File: config.mk
export PLATFORM = sky130hd
export DESIGN_NAME = pipeline_chroma_key_calibrate
export DESIGN_NICKNAME = d
export VERILOG_FILES = /design/src/rtl/pipeline_pkg.sv /design/src/rtl/pipeline_channel_extrema.sv /design/src/rtl/pipeline_chroma_key_calibrate.sv
export SDC_FILE = /design/constraint.sdc
export NUM_CORES = 1
export LEC_CHECK = 0
export BUFFER_PORTS_ARGS = -buffer_cell sky130_fd_sc_hd__clkbuf_2
export CORE_MARGIN = 2
export CORE_UTILIZATION = 38
export DETAILED_ROUTE_END_ITERATION = 10
export MAX_ROUTING_LAYER = met4
export SETUP_SLACK_MARGIN = 0.2
export SKIP_LAST_GASP = 1
export SLEW_MARGIN = 0
export SYNTH_ARGS = -nofsm -noshare
export SYNTH_HDL_FRONTEND = slang
export SYNTH_HIERARCHICAL = 1
export SYNTH_SLANG_ARGS = --single-unit
File: constraint.sdc
create_clock -name clk -period 3 [get_ports clk]
set_input_delay 0.45 -clock clk [delete_from_list [all_inputs] [get_ports clk]]
set_output_delay 0.45 -clock clk [all_outputs]
set_load 0.01 [all_outputs]
File: src/rtl/pipeline_pkg.sv
// Shared pipeline definitions: channel widths, default pass thresholds shared with
// the chroma-key compositor, calibration FSM states and saturating arithmetic helpers.
package pipeline_pkg;

  localparam int unsigned PixelSize  = 16;
  localparam int unsigned RedSize    = 5;
  localparam int unsigned GreenSize  = 6;
  localparam int unsigned BlueSize   = PixelSize - RedSize - GreenSize;

  // Thresholds the compositor uses when no calibration data is available.
  localparam logic [RedSize-1:0]   DefRedPass   = 5'b00100;
  localparam logic [GreenSize-1:0] DefGreenPass = 6'b101100;
  localparam logic [BlueSize-1:0]  DefBluePass  = 5'b01100;

  typedef enum logic [2:0] {
    StIdle,
    StArmed,
    StSample,
    StFinish,
    StDone
  } cal_state_e;

  // a + b clamped to max_val; computed one bit wider so it never wraps.
  function automatic logic [7:0] sat_add(input logic [7:0] a, input logic [7:0] b,
                                         input logic [7:0] max_val);
    logic [8:0] sum;
    sum = {1'b0, a} + {1'b0, b};
    return (sum > {1'b0, max_val}) ? max_val : sum[7:0];
  endfunction

  // a - b clamped to zero.
  function automatic logic [7:0] sat_sub(input logic [7:0] a, input logic [7:0] b);
    return (a >= b) ? (a - b) : 8'd0;
  endfunction

endpackage

File: src/rtl/pipeline_channel_extrema.sv
// Running maximum (IsMax=1) or minimum (IsMax=0) of one colour channel, with clear.
module pipeline_channel_extrema #(
  parameter int unsigned Width = 5,
  parameter bit          IsMax = 1'b1
) (
  input  logic             clk_i,
  input  logic             rst_i,
  input  logic             clear_i,
  input  logic             update_i,
  input  logic [Width-1:0] value_i,
  output logic [Width-1:0] extreme_o
);

  localparam logic [Width-1:0] Init = IsMax ? {Width{1'b0}} : {Width{1'b1}};

  logic better;
  assign better = IsMax ? (value_i > extreme_o) : (value_i < extreme_o);

  // Track the extreme value seen since the last clear.
  always_ff @(posedge clk_i or posedge rst_i) begin
    if (rst_i) begin
      extreme_o <= Init;
    end else if (clear_i) begin
      extreme_o <= Init;
    end else if (update_i && better) begin
      extreme_o <= value_i;
    end
  end

endmodule

File: src/rtl/pipeline_chroma_key_calibrate.sv
// Chroma-key threshold calibration: samples one frame of foreground pixels inside a
// window, tracks per-channel extrema and presents margin-adjusted pass thresholds.
module pipeline_chroma_key_calibrate
  import pipeline_pkg::*;
#(
  parameter int unsigned PIXEL_SIZE = 16,
  parameter int unsigned RED_SIZE   = 5,
  parameter int unsigned GREEN_SIZE = 6,
  parameter int unsigned COORD_SIZE = 10,
  parameter int unsigned MARGIN     = 2
) (
  input  logic                                  clk,
  input  logic                                  reset,
  input  logic                                  start,
  input  logic                                  frame_start,
  input  logic                                  pixel_valid,
  input  logic [PIXEL_SIZE-1:0]                 fg_pixel_in,
  input  logic [COORD_SIZE-1:0]                 pixel_x,
  input  logic [COORD_SIZE-1:0]                 pixel_y,
  input  logic [COORD_SIZE-1:0]                 win_x0,
  input  logic [COORD_SIZE-1:0]                 win_y0,
  input  logic [COORD_SIZE-1:0]                 win_x1,
  input  logic [COORD_SIZE-1:0]                 win_y1,
  output logic                                  busy,
  output logic                                  thr_valid,
  input  logic                                  thr_ready,
  output logic [RED_SIZE-1:0]                   red_pass,
  output logic [GREEN_SIZE-1:0]                 green_pass,
  output logic [PIXEL_SIZE-RED_SIZE-GREEN_SIZE-1:0] blue_pass,
  output logic                                  empty_window
);

  localparam int unsigned BLUE_SIZE = PIXEL_SIZE - RED_SIZE - GREEN_SIZE;
  localparam int unsigned CNT_SIZE  = 2 * COORD_SIZE;

  cal_state_e state_q;

  logic                  in_win, sample_en, clear;
  logic                  hit_q;
  logic [RED_SIZE-1:0]   red_q, red_max;
  logic [GREEN_SIZE-1:0] green_q, green_min;
  logic [BLUE_SIZE-1:0]  blue_q, blue_max;
  logic [CNT_SIZE-1:0]   count_q;

  // An inverted window naturally fails one of the two comparisons.
  assign in_win = (pixel_x >= win_x0) && (pixel_x <= win_x1) &&
                  (pixel_y >= win_y0) && (pixel_y <= win_y1);

  // Opening frame_start pixel counts; closing frame_start pixel does not.
  assign sample_en = ((state_q == StArmed) && frame_start) ||
                     ((state_q == StSample) && !frame_start);

  assign clear = (state_q == StIdle) && start;

  // Register stage on the pixel and window compare.
  always_ff @(posedge clk or posedge reset) begin
    if (reset) begin
      hit_q   <= 1'b0;
      red_q   <= '0;
      green_q <= '0;
      blue_q  <= '0;
    end else begin
      hit_q   <= sample_en && pixel_valid && in_win;
      red_q   <= fg_pixel_in[PIXEL_SIZE-1 -: RED_SIZE];
      green_q <= fg_pixel_in[BLUE_SIZE +: GREEN_SIZE];
      blue_q  <= fg_pixel_in[BLUE_SIZE-1:0];
    end
  end

  pipeline_channel_extrema #(.Width(RED_SIZE), .IsMax(1'b1)) u_red_max (
    .clk_i     (clk),
    .rst_i     (reset),
    .clear_i   (clear),
    .update_i  (hit_q),
    .value_i   (red_q),
    .extreme_o (red_max)
  );

  pipeline_channel_extrema #(.Width(GREEN_SIZE), .IsMax(1'b0)) u_green_min (
    .clk_i     (clk),
    .rst_i     (reset),
    .clear_i   (clear),
    .update_i  (hit_q),
    .value_i   (green_q),
    .extreme_o (green_min)
  );

  pipeline_channel_extrema #(.Width(BLUE_SIZE), .IsMax(1'b1)) u_blue_max (
    .clk_i     (clk),
    .rst_i     (reset),
    .clear_i   (clear),
    .update_i  (hit_q),
    .value_i   (blue_q),
    .extreme_o (blue_max)
  );

  // Saturating count of in-window pixels.
  always_ff @(posedge clk or posedge reset) begin
    if (reset) begin
      count_q <= '0;
    end else if (clear) begin
      count_q <= '0;
    end else if (hit_q && (count_q != {CNT_SIZE{1'b1}})) begin
      count_q <= count_q + 1'b1;
    end
  end

  // Calibration FSM with registered status and threshold outputs.
  always_ff @(posedge clk or posedge reset) begin
    if (reset) begin
      state_q      <= StIdle;
      busy         <= 1'b0;
      thr_valid    <= 1'b0;
      red_pass     <= RED_SIZE'(DefRedPass);
      green_pass   <= GREEN_SIZE'(DefGreenPass);
      blue_pass    <= BLUE_SIZE'(DefBluePass);
      empty_window <= 1'b0;
    end else begin
      unique case (state_q)
        StIdle: begin
          if (start) begin
            state_q <= StArmed;
            busy    <= 1'b1;
          end
        end
        StArmed: begin
          if (frame_start) state_q <= StSample;
        end
        StSample: begin
          if (frame_start) state_q <= StFinish;
        end
        StFinish: begin
          state_q   <= StDone;
          thr_valid <= 1'b1;
          if (count_q == '0) begin
            red_pass     <= RED_SIZE'(DefRedPass);
            green_pass   <= GREEN_SIZE'(DefGreenPass);
            blue_pass    <= BLUE_SIZE'(DefBluePass);
            empty_window <= 1'b1;
          end else begin
            red_pass     <= RED_SIZE'(sat_add(8'(red_max), 8'(MARGIN),
                                              8'({RED_SIZE{1'b1}})));
            green_pass   <= GREEN_SIZE'(sat_sub(8'(green_min), 8'(MARGIN)));
            blue_pass    <= BLUE_SIZE'(sat_add(8'(blue_max), 8'(MARGIN),
                                               8'({BLUE_SIZE{1'b1}})));
            empty_window <= 1'b0;
          end
        end
        StDone: begin
          if (thr_ready) begin
            state_q   <= StIdle;
            busy      <= 1'b0;
            thr_valid <= 1'b0;
          end
        end
        default: state_q <= StIdle;
      endcase
    end
  end

endmodule

==> results of run 1 <==
[logic make-up after synthesis]
| kind of cell | count (synthesis) | synth area share, % |
|---|---|---|
| xor+xnor | 18 | 3.31 |
| mux | 19 | 3.99 |
| buf+inv | 77 | 6.54 |
| flops | 75 | 39.7 |
| compound gates | 82 | 12.2 |
| simple gates | 171 | 18.5 |
| fa+ha+maj | 60 | 15.8 |
[cell usage after synthesis (12+ instances only)]
cell       n  share of area, %
a21oi_1   18               1.9
dfrtp_1   63                33
dfstp_2   12               6.6
ha_1      60                16
inv_1     68               5.4
mux2i_1   19               4.0
nand2_1   28               2.2
nand2b_1  28               3.7
nand3_1   14               1.5
nand4_1   16               2.1
nor2_1    48               3.8
o21ai_0   17               1.8
[flip-flops by register name, summed over array words and instances, names as in the netlist, 3 cells and up]
register and flops:
u_green_min/extreme_o 6, state_q 3, green_pass 6, blue_q 5
count_q 20, u_blue_max/extreme_o 5, u_red_max/extreme_o 5, green_q 6
red_q 5, blue_pass 5, red_pass 5
[final timing paths]
check	cells past startpoint	slack (ns)	end	startpoint
min in group clk	1	0.22	green_q[4]$_DFF_PP0_	fg_pixel_in[9]
worst min-delay path	2	0.06	u_red_max/extreme_o[3]$_DFFE_PP0P_	reset
worst max-delay path	5	1.05	count_q[1]$_DFFE_PP0P_	count_q[8]$_DFFE_PP0P_
worst max register to register	5	1.05	count_q[1]$_DFFE_PP0P_	count_q[8]$_DFFE_PP0P_
max in group asynchronous	3	2.23	green_pass[5]$_DFFE_PP1P_	reset
worst min register to register	2	0.48	red_pass[4]$_DFFE_PP0P_	red_pass[4]$_DFFE_PP0P_
[per-layer routing]
metal  wire (um)  vias up
li1            -     1951
met1        4730     1762
met3         726       18
met4         187        0
met2        4630      125
met5           0        -
[worst max-delay path, delay by kind of cell (launching register included)]
kind / cells / cell delay [ns]
flip-flops: 1 / 0.45
AND/OR/NAND/NOR: 3 / 0.90
multiplexers: 1 / 0.22
AO/OA/AOI/OAI: 1 / 0.26
[final cells by class]
class / instances / area, um2 / share of cell area [%]
clock buffers: 12 / 256 / 4.43
clock inverters: 4 / 73.8 / 1.28
inverters: 68 / 255 / 4.41
multi-input cells: 350 / 2560 / 44.3
flip-flops and latches: 75 / 1890 / 32.7
well taps: 168 / 210 / 3.63
repair buffers: 103 / 536 / 9.25
[power by group]
group	switching, mW	internal (mW)	total (mW)
registers	0.111	1.15	1.26
logic	0.381	0.309	0.690
clock network	0.401	0.773	1.17
total	0.892	2.23	3.13
[cells in the final DEF, fill, tap and decap left out, types with 3 or more instances in the layout]
cell       instances
xor2_1            10
nor2_1            47
and3_1             7
nor2b_1            3
xnor2_1            8
a21o_1             6
dfrtp_1           63
nand2b_1          28
o21ai_0           17
nor4_1             7
inv_1             67
a21oi_1           18
clkbuf_2         100
nand4_1           16
dfstp_2           12
nor3_1             6
nand2_1           28
a22o_1             3
a211oi_1           7
nand3_1           14
mux2i_1           19
nand3b_1           3
a31oi_1            3
clkbuf_16          9
ha_1              60
[stage by stage]
stage | util (%) | hold WS (ns) | std cells
2_1_floorplan | - | 0.229 | 502
3_3_place_gp | 45.1 | 0.425 | 764
3_5_place_dp | 45.1 | 0.420 | 764
4_1_cts | 47.8 | 0.0610 | 780
5_1_grt | 47.8 | 0.0888 | 780
6_report | 47.8 | 0.0627 | 780
==> impl_results.md, run 1 <==
* Outcome: completed
* Ys flop type: dfrtp_1
* CP startpoint kind: flip-flop
* Power Total at ~3.1 mW
* Pre-CTS setup slack at 0.882 ns
* Synthesized Nets at 644
* Total congestion overflow at 0
* Core area at roughly 12000 um2
* Met1 GRT Util at about a fifth
* Worst Max-Slew Pin Slew at 0.836 ns
* Headroom to the max-slew limit at 43.8%
* Clock Skews at between 0.009 and 0.01 ns
* H-tree levels at 3
* DIE HEIGHT at 116 um
* Crit-path slowest cell: or4_4
* WP data arrival at 2.16 ns
* First-pass iteration count of the detailed router at 4
* Max Clk Rate at 0.514 GHz
* Global-route wire length before repair at 17500 um
* Fillcell total at 1176
* Vias in the first global route at 3885
* Synth cell types at 53
* Clock sinks at 75
* Final ANT Viol Nets at 0
* Final worst-path cycle share at ~65%
* Flops & latches, synth at 75
* YS warnings at 6
* Setup-failing EPs final at 0
* # rows at 40
* Placement Cell Area at 5460 um2
* Crit end category: flip-flop
* CTS tree: yes
* RSZ-0062 raised after global routing: false
* Largest net degree at the start of global routing at 52
* GRT met2 Usage at between 20% and 30%
* Cell area after layout at 5790 um2
* Initial antenna violation count at 0
* DRT iter0 DRCs at 236
* Mapped Cells at 502
* Async S/R FF share, synth at 100%
* Max incr delay on CP at 0.62 ns
* PD cells at roughly 540 nW/um2
* Area Growth Syn to Fin at 21.4%
* Register area share after synthesis at 39.7%
* Die width at 116 um
* Crit-path cells: nand4_1 -> or4_4 -> o21ai_1 -> mux2i_1 -> nor2_1
* Clock Latency Late Sink at 0.34 ns
* Fin nets at 749
* Max IR drop VDD at 0.000275 V
* Final min period at 1.95 ns
* Post-synth EDFFs at 0
* Port bufs at 100
* Drt drc at 0
* Grt met3 use at slightly below 4%
* Synthesized cell area at 4770 um2
* Hold_buf cts at 0
* Final WS setup at 1.05 ns
* Busiest grt layer: met2
* Max Cap Viol at 0
* Final hold violations at 0
* WP data required at around 3.2 ns
* WL per Instance at 13.2 um
* Leak pwr at about 3.0 nW
* Diodes inserted at 0
* Worst-path clk slew at 0.06 ns
* Setup CP Type: reg2reg
* Number of top-level pins at a little over 100
* Layout cells sized above 1 at 22.7%
* GP Congestion at 0.854
* CTS Buf Count at 9
* PostCTS Resize Cnt at 0
* Post-CTS Repair Setup Buffers at 0
* Maximum root-to-sink buffer count at 2
* Final HPWL from detailed placement at roughly 8000 um
* Total wire length at between 10000 and 15000 um
* Initial Util at 39.3%
* Total Neg Setup Slack at 0 ns
* Root Driver: clkbuf_16
* Max-slew violation count at 0
* Hold Path Class: in2async
* Avg Inst Size Synth at 9.49 um2
* Worst-path fanout max at 11
* Die ar. at 13500 um2
* Overall via count from detail_route at 3856
* Vias per cell at 4.94
* Total GRT Usage at 17.1%
Note: power is estimated with default switching activity, not from simulation.
==> inputs of run 2 (changes only) <==
==> constraint.sdc (replaced) <==
create_clock -name clk -period 1.9 [get_ports clk]
set_input_delay 0.285 -clock clk [delete_from_list [all_inputs] [get_ports clk]]
set_output_delay 0.285 -clock clk [all_outputs]
set_load 0.01 [all_outputs]
==> run 2 against run 1 <==
Clock skew increased by 0.00086 ns. Setup slack lost 0.99 ns. Flip-flop and latch count is the same. Sequential power up 59%. Design area grew 10%. Critical path depth is 2 higher. Combinational power is 78% higher. Clock power rose by 62%. Critical endpoint is now count_q[5]$_DFFE_PP0P_. Largest cell class unchanged.
==> impl_results.md, run 2 (synthesis gave the netlist of run 1 again) <==
* Final hold violations at 0 (unchanged)
* Fin nets at 790 (+5.5%)
* Hold Path Class: in2reg
* # rows at 40 (unchanged)
* Total congestion overflow at 0 (unchanged)
* Die ar. at 13500 um2 (unchanged)
* Most frequent cells in the layout: 100 x clkbuf_2, 62 x inv_1, 61 x dfrtp_1
* Clock Skews at 0.00987 ns (+0.000858 ns)
* CTS tree: yes
* Number of top-level pins at 101 (unchanged)
* Port bufs at 100 (unchanged)
* Initial antenna violation count at 0 (unchanged)
* Maximum root-to-sink buffer count at 2 (unchanged)
* H-tree levels at 3 (unchanged)
* Most flop-heavy register: count_q
* Outcome: completed
* Max IR drop VDD at 0.000405 V (+47%)
* DRT iter0 DRCs at 266 (+13%)
* Total wire length at 11500 um (+12%)
* WP data arrival at 2.06 ns (-0.10 ns)
* Fillcell total at 1156 (-1.7%)
* Hold Startpoint: fg_pixel_in[0]
* Power Total at 5.12 mW (+64%)
* Crit. Startpoint: count_q[1]$_DFFE_PP0P_
* First-pass iteration count of the detailed router at 4 (unchanged)
* WP data required at 2.12 ns (-1.09 ns)
* Vias in the first global route at 4160 (+7.1%)
* Final HPWL from detailed placement at 8690 um (+7.1%)
* Max incr delay on CP at 0.51 ns (-0.11 ns)
* RSZ-0062 raised after global routing: true
* Clock Latency Late Sink at 0.34 ns (about the same)
* CTS Buf Count at 9 (unchanged)
* Reg2reg start: count_q[1]$_DFFE_PP0P_
* Largest net degree at the start of global routing at 52 (unchanged)
* Overall via count from detail_route at 4083 (+5.9%)
* Cell area after layout at 6390 um2 (+10%)
* Crit end category: flip-flop
* Vias per cell at 4.97 (+0.60%)
* Max reg flops at 20 (unchanged)
* Crit-path slowest cell: or4_4
* Worst-path fanout max at 7 (-4)
* Final min period at 1.84 ns (-0.110 ns)
* GP Congestion at 0.849 (-0.62%)
* Leak pwr at 3.25 nW (+7.9%)
* Die width at 116 um (unchanged)
* Total GRT Usage at 18.3% (+1.2 points)
* Finished Layout Cells at 821 (+5.3%)
* WL per Instance at 14.0 um (+6.6%)
* Max-slew violation count at 0 (unchanged)
* Placement Cell Area at 5650 um2 (+3.5%)
* Initial Util at 39.3% (unchanged)
* Max Clk Rate at 0.544 GHz (+6.0%)
* Total Neg Setup Slack at 0 ns (unchanged)
* Global-route wire length before repair at 18900 um (+7.6%)
* Commonest non-fill, non-tap cell in the layout: clkbuf_2
* CP startpoint kind: flip-flop
* Final ANT Viol Nets at 0 (unchanged)
* Area Growth Syn to Fin at 34.1%
* Max Cap Viol at 0 (unchanged)
* PD cells at 801 nW/um2 (+48%)
* Clock sinks at 75 (unchanged)
* Worst Max-Slew Pin Slew at 0.476 ns (-0.361 ns)
* DIE HEIGHT at 116 um (unchanged)
* Drt drc at 0 (unchanged)
* Layout cells sized above 1 at 33.5% (+11 points)
* Root Driver: clkbuf_16
* Crit-path cells: ha_2 -> nand3_2 -> or4_4 -> buf_4 -> o21ai_2 -> xor2_1 -> nor2_1
* Worst-path clk slew at 0.06 ns (about the same)
* Setup-failing EPs final at 0 (unchanged)
* Core area at 12100 um2 (unchanged)
* Pre-CTS setup slack at -0.108 ns (-0.990 ns)
* Final WS setup at 0.0628 ns (-0.990 ns)
* Cell count after placement at 783 (+2.5%)
* Diodes inserted at 0 (unchanged)
* Headroom to the max-slew limit at 68.2% (+24 points)
* Final worst-path cycle share at 96.7% (+32 points)
* Setup CP Type: reg2reg
[run 2: changes by cell type in the layout (fill, tap and decap cells not counted), moves of 3 or more]
cell,change
buf_12,+3
buf_4,+36
ha_1,-5
ha_4,+4
inv_1,-5
inv_2,+4
nand3_1,-4
nor4_1,-5
nor4_2,+5
o21ai_0,-9
o21ai_1,+6
[run 2: routing by layer]
layer / GRT usage, % / wire length, um / share of wire [%]
met1: 23.0 / 5240 / 45
met2: 30.1 / 5610 / 49
met3: 3.09 / 501 / 4.3
met4: 5.71 / 180 / 1.6
met5: - / 0 / 0
[run 2: final timing paths]
kind / cells past startpoint / slack, ns / to
worst max-delay path: 7 / 0.06 / count_q[5]$_DFFE_PP0P_
worst min-delay path: 1 / 0.05 / blue_q[0]$_DFF_PP0_
worst max register to register: 7 / 0.06 / count_q[5]$_DFFE_PP0P_
worst min register to register: 2 / 0.49 / blue_pass[0]$_DFFE_PP0P_
max in group asynchronous: 4 / 0.80 / green_pass[5]$_DFFE_PP1P_
min in group asynchronous: 3 / 0.48 / u_red_max/extreme_o[3]$_DFFE_PP0P_
[run 2: cell type report]
cell class,count,area [um2],share of cell area [%]
well taps,168,210,3.29
inverters,68,259,4.05
multi-input cells,350,2810,43.9
flip-flops and latches,75,1890,29.6
clock buffers,10,239,3.74
repair buffers,144,887,13.9
clock inverters,6,95.1,1.49
[run 2: stage by stage]
step | hold WS [ns] | utilization [%]
final | 0.0548 | 52.8
after global placement | 0.284 | 46.6
after floorplan | 0.0635 | -
after global routing | 0.0396 | 52.8
after detailed placement | 0.283 | 46.6
after CTS | 0.0441 | 50.9
[run 2: what timing repair did]
item                       4_1_cts  5_1_grt
setup endpoints to repair       49       52
hold buffers                     1        0
hold endpoints to repair        22        0
pin swaps                       21       13
buffers inserted                10       11
resized for setup               18       29
[run 2: power by group]
part | switching (mW) | internal, mW | leakage [nW] | total, mW
Sequential | 0.181 | 1.82 | 0.947 | 2.00
Clock | 0.690 | 1.20 | 0.164 | 1.89
Combinational | 0.650 | 0.583 | 2.14 | 1.23
[run 2: worst max-delay path: cells and delay by family (launching register included)]
kind,cells,cell delay (ns)
adders and majority gates,1,0.22
AOI/OAI and AO/OA,1,0.14
and+or+nand+nor,3,0.62
buffers and inverters,1,0.18
xor gates and xnor gates,1,0.16
DFF,1,0.40
==> inputs of run 3 (changes only) <==
--- a/config.mk
+++ b/config.mk
@@ -9,6 +9,7 @@
 export CORE_MARGIN = 2
 export CORE_UTILIZATION = 38
 export DETAILED_ROUTE_END_ITERATION = 10
+export HOLD_SLACK_MARGIN = 0.1
 export MAX_ROUTING_LAYER = met4
 export SETUP_SLACK_MARGIN = 0.2
 export SKIP_LAST_GASP = 1
==> run 3 against run 2 <==
Critical path depth is the same. Sequential share of layout area down 0.72 points. First-iteration DRC count down 4.5%. Sequential power about the same. Non-clock buffer count rose by 16. Largest power group unchanged.
==> impl_results.md, run 3 (synthesis gave the netlist of run 1 again) <==
* Crit end category: flip-flop
* Final min period at 1.83 ns (-0.00495 ns)
* Worst hold margin at 0.212 ns (+0.158 ns)
* Worst-path clk slew at 0.06 ns (about the same)
* Die width at 116 um (unchanged)
* Leak pwr at 3.32 nW (+2.1%)
* Final HPWL from detailed placement at 8690 um (unchanged)
* Met1 GRT Util at 23.1% (+0.098 points)
* Clock Latency Late Sink at 0.34 ns (about the same)
* GRT met2 Usage at 30.3% (+0.23 points)
* Maximum root-to-sink buffer count at 2 (unchanged)
* Area Growth Syn to Fin at 37.5%
* Diodes inserted at 0 (unchanged)
* WP data required at 2.12 ns (about the same)
* Comb pwr share at 24.4% (+0.3 points)
* Fillcell total at 1141 (-1.3%)
* Busiest grt layer: met2
* PD cells at 785 nW/um2 (-2.0%)
* Total congestion overflow at 0 (unchanged)
* H-tree levels at 3 (unchanged)
* Max-slew violation count at 0 (unchanged)
* Cell area after layout at 6550 um2 (+2.5%)
* Multi-input logic area at 2810 um2 (unchanged)
* Final core utilization at 54.1% (+1.3 points)
* Switch share at 29.6% (-0.11 points)
* DRT iter0 DRCs at 254 (-4.5%)
* Hold Path Class: in2reg
* DIE HEIGHT at 116 um (unchanged)
* Clock Skews at 0.0108 ns (+0.000975 ns)
* Clock sinks at 75 (unchanged)
* P_int at 3.62 mW (+0.59%)
* First-pass iteration count of the detailed router at 4 (unchanged)
* Crit path max-delay family: simple AND/OR/NAND/NOR gates
* Die ar. at 13500 um2 (unchanged)
* Max IR drop VDD at 0.000402 V (-0.81%)
* Max Clk Rate at 0.546 GHz (+0.27%)
* Most frequent cells in the layout: 100 x clkbuf_2, 62 x inv_1, 61 x dfrtp_1
* Sw power at 1.52 mW (about the same)
* Core area at 12100 um2 (unchanged)
* Overall via count from detail_route at 4164 (+2.0%)
* Layout cells sized above 1 at 32.7% (-0.80 points)
* Total Neg Setup Slack at 0 ns (unchanged)
* Worst Max-Slew Pin Slew at 0.471 ns (-0.00407 ns)
* Most flop-heavy register: count_q
* Worst path buffer plus inverter count at 1 (unchanged)
* Vias in the first global route at 4209 (+1.2%)
* Max Cap Viol at 0 (unchanged)
* Worst-path fanout max at 7 (unchanged)
* Setup CP Type: reg2reg
* Sequential cell area at 1890 um2 (unchanged)
* WL per Instance at 13.9 um (-1.1%)
* Pre-CTS setup slack at -0.108 ns (unchanged)
* CTS tree: yes
* Max reg flops at 20 (unchanged)
* # rows at 40 (unchanged)
* Outcome: completed
* GP Congestion at 0.849 (unchanged)
* Total GRT Usage at 18.4% (+0.11 points)
* Initial antenna violation count at 0 (unchanged)
* Placement Cell Area at 5650 um2 (unchanged)
* CP startpoint kind: flip-flop
* Largest net degree at the start of global routing at 52 (unchanged)
* Root Driver: clkbuf_16
* Grt met3 use at 3.14% (+0.052 points)
* Initial Util at 39.3% (unchanged)
* CTS Buf Count at 9 (unchanged)
* Max incr delay on CP at 0.52 ns (about the same)
* Global-route wire length before repair at 19000 um (+0.77%)
* Number of top-level pins at 101 (unchanged)
* Final ANT Viol Nets at 0 (unchanged)
* Crit-path cells: ha_2 -> nand3_2 -> or4_4 -> buf_4 -> o21ai_2 -> xor2_1 -> nor2_1
* Final worst-path cycle share at 96.4% (-0.26 points)
* Headroom to the max-slew limit at 68.5% (+0.27 points)
* Clock power frac at 36.7% (-0.2 points)
* Drt drc at 0 (unchanged)
* WP data arrival at 2.05 ns (about the same)
* Total wire length at 11600 um (+0.81%)
* Vias per cell at 4.97 (about the same)
* RSZ-0062 raised after global routing: true
* Port bufs at 100 (unchanged)
* Commonest non-fill, non-tap cell in the layout: clkbuf_2
* Setup-failing EPs final at 0 (unchanged)
* Final hold violations at 0 (unchanged)
* Final WS setup at 0.0677 ns (+0.00495 ns)
* Fin nets at 806 (+2.0%)
* Crit-path slowest cell: or4_4
* Sequential share of power at 38.9% (-0.2 points)
## run 3: cell count changes in the layout (fill, tap and decap cells not counted), sizes merged
cell,delta
dlygate4sd3,+16
## run 3: power groups by stage
stage / clock network (mW) / registers (mW) / logic [mW]
4_1_cts: 1.93 / 2.00 / 1.22
2_1_floorplan: 0 / 2.01 / 0.699
3_5_place_dp: 0 / 2.03 / 1.16
3_3_place_gp: 0 / 2.02 / 1.12
6_report: 1.89 / 2.00 / 1.26
5_1_grt: 2.01 / 2.03 / 1.42
## run 3: layout make-up
| type | instances | share of cell area, % |
|---|---|---|
| well taps | 168 | 3.21 |
| inverters | 68 | 3.95 |
| multi-input cells | 350 | 42.8 |
| clock inverters | 6 | 1.45 |
| flip-flops and latches | 75 | 28.9 |
| repair buffers | 160 | 16.0 |
| clock buffers | 10 | 3.65 |
## run 3: stage by stage
stage	total power, mW	instances
after global routing	5.47	837
after floorplan	2.71	502
final	5.15	837
after global placement	3.14	783
after detailed placement	3.19	783
after CTS	5.15	826
## run 3: final timing paths
| path | start | slack, ns | cells past startpoint | end |
|---|---|---|---|---|
| max | count_q[1]$_DFFE_PP0P_ | 0.07 | 7 | count_q[5]$_DFFE_PP0P_ |
| min in group asynchronous | reset | 0.48 | 3 | u_red_max/extreme_o[3]$_DFFE_PP0P_ |
| max in group asynchronous | reset | 0.80 | 4 | green_pass[5]$_DFFE_PP1P_ |
| max reg2reg | count_q[1]$_DFFE_PP0P_ | 0.07 | 7 | count_q[5]$_DFFE_PP0P_ |
| min | frame_start | 0.21 | 2 | state_q[0]$_DFFE_PP0P_ |
| min reg2reg | blue_pass[0]$_DFFE_PP0P_ | 0.49 | 2 | blue_pass[0]$_DFFE_PP0P_ |
## run 3: layer usage
| layer | part of all wire [%] | vias to the layer above |
|---|---|---|
| met1 | 45 | 1965 |
| met5 | 0 | - |
| met4 | 1.5 | 0 |
| met2 | 49 | 123 |
| met3 | 4.8 | 13 |
| li1 | - | 2063 |
## run 3: what timing repair did
| action | in CTS | in global routing |
|---|---|---|
| hold buffers | 17 | 0 |
| setup buffers | 10 | 11 |
| resized for setup | 18 | 29 |
| pin swaps | 21 | 13 |
| setup endpoints to repair | 49 | 52 |
| hold endpoints to repair | 38 | 0 |
